[src/rtl/fetch_stage.sv]
// Purpose: instruction fetch stage; owns the PC register and the IF/ID pipeline register.
// Latency: 1 cycle from an address on PCF to its instruction on InstrD.
// Backpressure: StallF holds PCF and StallD holds IF/ID. A redirect (PCSrcE) overrides StallF. A flush (FlushD) overrides StallD.
//
// Ports:
//   clk, reset            single clock, synchronous active-high reset
//   StallF, StallD        hold the PC / hold the IF/ID register
//   FlushD                load a bubble into IF/ID
//   PCSrcE, PCTargetE     redirect from execute (target word-aligned here)
//   InstrF                instruction memory read data for PCF (same cycle)
//   PCF                   fetch address to instruction memory
//   InstrD, PCD, PCPlus4D IF/ID register contents presented to decode
//   ValidD                InstrD is a fetched instruction (0 = bubble)
module fetch_stage #(
  parameter logic [31:0] RESET_PC  = 32'h0000_0000,
  parameter logic [31:0] NOP_INSTR = 32'h0000_0013
) (
  input  logic        clk,
  input  logic        reset,
  input  logic        StallF,
  input  logic        StallD,
  input  logic        FlushD,
  input  logic        PCSrcE,
  input  logic [31:0] PCTargetE,
  input  logic [31:0] InstrF,
  output logic [31:0] PCF,
  output logic [31:0] InstrD,
  output logic [31:0] PCD,
  output logic [31:0] PCPlus4D,
  output logic        ValidD
);

  logic [31:0] pc_plus4_f;
  logic [31:0] pc_next;
  logic        pc_load;

  // 32-bit add wraps naturally: 0xFFFF_FFFC + 4 = 0.
  assign pc_plus4_f = PCF + 32'd4;

  // Redirect targets are forced to word alignment by masking the low two bits.
  assign pc_next = PCSrcE ? (PCTargetE & ~32'h0000_0003) : pc_plus4_f;

  // A redirect must never be lost, so it wins over a fetch stall.
  assign pc_load = ~StallF | PCSrcE;

  always_ff @(posedge clk) begin
    if (reset) begin
      PCF <= RESET_PC;
    end else if (pc_load) begin
      PCF <= pc_next;
    end
  end

  always_ff @(posedge clk) begin
    if (reset || FlushD) begin
      InstrD   <= NOP_INSTR;
      PCD      <= 32'd0;
      PCPlus4D <= 32'd0;
      ValidD   <= 1'b0;
    end else if (!StallD) begin
      InstrD   <= InstrF;
      PCD      <= PCF;
      PCPlus4D <= pc_plus4_f;
      ValidD   <= 1'b1;
    end
  end

endmodule

[config.mk]
export PLATFORM = sky130hd
export DESIGN_NAME = fetch_stage
export DESIGN_NICKNAME = d
export VERILOG_FILES = /design/src/rtl/fetch_stage.sv
export SDC_FILE = /design/constraint.sdc
export NUM_CORES = 1
export LEC_CHECK = 0
export ABC_AREA = 1
export BUFFER_PORTS_ARGS = -buffer_cell sky130_fd_sc_hd__buf_4
export CORE_MARGIN = 10
export CORE_UTILIZATION = 50
export CTS_CLUSTER_DIAMETER = 80
export CTS_CLUSTER_SIZE = 30
export DETAILED_ROUTE_END_ITERATION = 10
export PLACE_DENSITY_LB_ADDON = 0.1
export REMOVE_ABC_BUFFERS = 1
export SYNTH_ARGS = -nofsm -noshare
export SYNTH_HDL_FRONTEND = slang
export SYNTH_SLANG_ARGS = --single-unit
export TNS_END_PERCENT = 20
[constraint.sdc]
create_clock -name clk -period 1.9 [get_ports clk]
set_clock_uncertainty 0.15 [all_clocks]
set_input_delay 0 -clock clk [delete_from_list [all_inputs] [get_ports clk]]
set_output_delay 0 -clock clk [all_outputs]
set_load 0.01 [all_outputs]
Word level (Yosys, flattened, before mapping):

Index checks and enable logic that the tools add are counted.

* output and inout bits: 129
* register bits after elaboration: 129
* input port bits: 70

* muxes and demuxes: 1
* reduce and logical (&&, ||, !) cells: 1
* $add $sub $neg: 1
* bitwise gates (word level): 2

Operator list (number)
* adder 32 x 3 -> 32 bit (second input constant): 1
* 2-to-1 mux 32 bit: 1
* logical OR 1 bit: 1
* NOT 1 bit: 1
* OR 1 bit: 1

Longest topological paths before layout:

* word-level depth: 2
* depth in mapped cells: 10

Least setup slack after synthesis:

OpenSTA, ideal clock, no wires.

* path type: register to register
* start point: register PCF[2]
* end point: register PCPlus4D[28]
* library setup time: 0.115 ns
* path buffers: 0
* required time: 1.635 ns
* data arrival time: 1.444 ns
* path slack: 0.191 ns
* stages on the path, launching flop included: 11
* path through: dfxtp_1 -> ha_1 -> nand2_2 -> nor2_4 -> nand2_4 -> nor2_4 -> nand2_1 -> nand2_1 -> nand2_1 -> o21ai_0 -> inv_1

* word-level cells in the longest chain between the ends: 1

Ends and longest elaborated chain
* from (decl): line 26 `output logic [31:0] PCF,`
* from (signal assigned): line 50 `PCF <= pc_next;`
* adder 32 x 3 -> 32 bit: line 38 `assign pc_plus4_f = PCF + 32'd4;`
* to (signal assigned): line 63 `PCPlus4D <= pc_plus4_f;`
* to (decl): line 29 `output logic [31:0] PCPlus4D,`

No other way between the ends.
A chain may end at the register's enable or synchronous reset.

Worst setup path after layout:

* start point: register PCF[2]
* end point: register PCPlus4D[24]

Same word-level chain as after synthesis.

==> impl_metrics.yaml <==
status:
  status: "complete, no violations"
global_routing:
  grt_first_pass_wirelength_um: 36500
  grt_overflow_total: 0
  antenna_found_initial: 2
  grt_start_max_net_pins: 64
  grt_pass1_vias: 6748
  grt.total_usage_pct: 28.7
worst_setup_path:
  cp-start-kind: "register"
  cp_common_cell: "nand2_1"
  required_ns: 2.16
  worst-path-buf-inv: 1
  cp_data_arrival_time_ns: 2.08
  cpPeakStageDelay_ns: 0.33
  crit_start: "PCF[2]"
  crit_path_max_fanout: 3
  crit_slowest_cell: "dfxtp_1"
  crit_path_end_kind: "register"
  critical-path-top-delay-family: "simple AND/OR/NAND/NOR gates"
  reg2reg_from: "PCF[2]"
  path_cells: "ha_1 -> nand2_2 -> nor2_4 -> nand2_2 -> nor2_2 -> nand2_1 -> nand2_1 -> nand2_1 -> o21ai_1 -> inv_1"
  critPathKind: "register to register"
yosys:
  synthDistinctLibCells: 23
  yosysSeqAreaShare_pct: 45.3
  yosys_warnings: 0
  synth_edf_count: 0
  synthFlopType: "dfxtp_1"
  syn_avg_cell_area_um2: 6.92
  synth_area_um2: 5430
  ys_seq_elements: 123
  async_flop_share_pct: 0
  syn_inst: 785
timing:
  period_share_pct: 95.9
  relSlewSlack_pct: 55.9
  worst_pin_slew_ns: 0.661
  period_needed_ns: 1.82
  finalHoldViolCount: 0
  max_freq_ghz: 0.549
  rsz0062_at_grt: "yes"
  slew_violations: 0
  finalSetupViolCount: 0
cells_and_area:
  drive_above_1_share_pct: 23.3
  final_core_util_pct: 84.5
  stdcell_area_um2: 8840
  fin_nets: 1160
  layout.cells.non_filler: 1240
  syn_to_final_growth_pct: 62.8
cts:
  cts_made_buffers: 17
  clock_sinks: 123
  htreeDepth: 4
  cts_setup_buffers: 0
  cts_tree: "built"
  clock_path_buffers: 2
  clock-root-buffer: "clkbuf_8"
  clk_latency_ns: 0.52
  path_clk_slew_ns: 0.06
routing:
  routedWlPerCell_um: 18.6
  vias: 6644
  drc: 0
  first_iter_violations: 785
  dr.pass1.iters: 6
  vias_per_cell: 5.36
  ant_nets: 0
  wl_um: 23100
power:
  total_power_w: 0.00723
  p_per_area_nw_per_um2: 817
  max-vdd-ir-drop_uv: 515
  p_leak_nw: 4.18
place:
  io_buffers: 190
  dp_hpwl_um: 12500
  dp_cells: 1083
  gp_congestion: 0.937
  dpl_cell_area_um2: 6970
floorplanning:
  core_um2: 10500
  rows: 37
  die_area_um2: 15400
  io_pins: 199
  die_h_um: 124
  initial_core_util_pct: 51.9
  die_x_um: 124
worst_hold_path:
  min_path_type: "primary input to register"
  min_from: "PCSrcE"
flow_run:
  cap_violations: 0
==> final timing paths <==
path | to | slack (ns) | cells past startpoint
worst max-delay path | PCPlus4D[24] | 0.08 | 10
worst min-delay path | PCF[27] | 0.08 | 6
worst max register to register | PCPlus4D[24] | 0.08 | 10
worst min register to register | PCD[8] | 0.32 | 2
==> where the power goes <==
group	leakage, nW	switching (W)	total, W	internal, W
registers	1.01	0.0000957	0.00279	0.00269
logic	2.87	0.000519	0.00101	0.000495
clock network	0.306	0.00116	0.00343	0.00227
==> area by class of cell <==
cell class,instances,area [um^2]
diodes,2,5.00
clock buffers,25,484
clock inverters,7,135
fillers,605,1620
inverters,88,334
multi-input cells,533,2460
flip-flops and latches,123,2470
well taps,136,170
repair buffers,326,2790
==> routing by layer <==
metal / vias up / GRT usage, % / wire length (um)
met4: 0 / 12.2 / 775
li1: 3053 / - / -
met3: 71 / 7.65 / 2320
met2: 426 / 47.1 / 11100
met1: 3094 / 34.5 / 8930
met5: - / 0 / 0
==> state kept, by name, indices dropped and copies added (netlist names) <==
register / count
InstrD: 32
PCD: 30
PCF: 30
PCPlus4D: 30
ValidD: 1
==> cells in the mapped netlist, drive strengths merged (3+ instances only) <==
| library cell | instances | area [um^2] |
|---|---|---|
| clkbuf | 27 | 101 |
| a31oi | 7 | 43.8 |
| o21ai | 80 | 400 |
| dfxtp | 123 | 2460 |
| a21oi | 81 | 405 |
| inv | 88 | 330 |
| nand2 | 217 | 835 |
| nand3 | 20 | 100 |
| a21o | 3 | 22.5 |
| nor2 | 100 | 450 |
| and2 | 3 | 18.8 |
| buf | 19 | 105 |
| xor2 | 14 | 130 |
==> repair_timing <==
action | 4_1_cts | 5_1_grt
hold buffers | 123 | 0
gates resized for setup | 0 | 12
endpoints found under the hold margin | 95 | 0
setup endpoints to repair | 0 | 29
==> placed cells by master, fill, tap and decap left out, types with 3 or more instances in the layout <==
master         instances
a21o_1                 3
a21oi_1               81
a31oi_1                7
and2_1                 3
buf_4                199
bufinv_16              4
clkbuf_1               4
clkbuf_16             16
clkbuf_8               5
clkinv_2               4
conb_1                 6
dfxtp_1              119
dfxtp_2                4
dlygate4sd3_1        123
inv_1                 86
nand2_1              213
nand3_1               20
nor2_1                85
nor2_2                 6
nor2_4                 9
o21ai_0               77
o21ai_1                3
xor2_1                13
==> worst register-to-register path, delay by kind of cell, from the launching register on <==
family | cells | cell delay (ns)
adder cells (fa/ha/maj) | 1 | 0.21
flip-flops | 1 | 0.33
AO/OA/AOI/OAI | 1 | 0.18
AND/OR/NAND/NOR | 7 | 0.77
buffers and inverters | 1 | 0.07
==> cell families (layout without fill, tap and decap cells) <==
| family | after synthesis | after routing | share of synthesized area (%) |
|---|---|---|---|
| AOI/OAI and AO/OA | 171 | 171 | 16.1 |
| xor gates and xnor gates | 15 | 15 | 2.56 |
| adders and majority gates | 1 | 1 | 0.230 |
| buffers and inverters | 134 | 446 | 9.88 |
| DFF | 123 | 123 | 45.3 |
| other | 1 | 8 | 0.0691 |
| and+or+nand+nor | 340 | 340 | 25.9 |
==> per-stage QoR <==
step	setup slack [ns]	hold WS [ns]	setup TNS (ns)
global route	-0.0436	0.111	-0.0436
finish	0.0771	0.0783	0
global placement	0.217	0.0490	0
detailed placement	0.136	0.0567	0
CTS	0.0352	0.00163	0
floorplan	-0.337	-0.0809	-25.72
(Power assumes the default switching activity.)
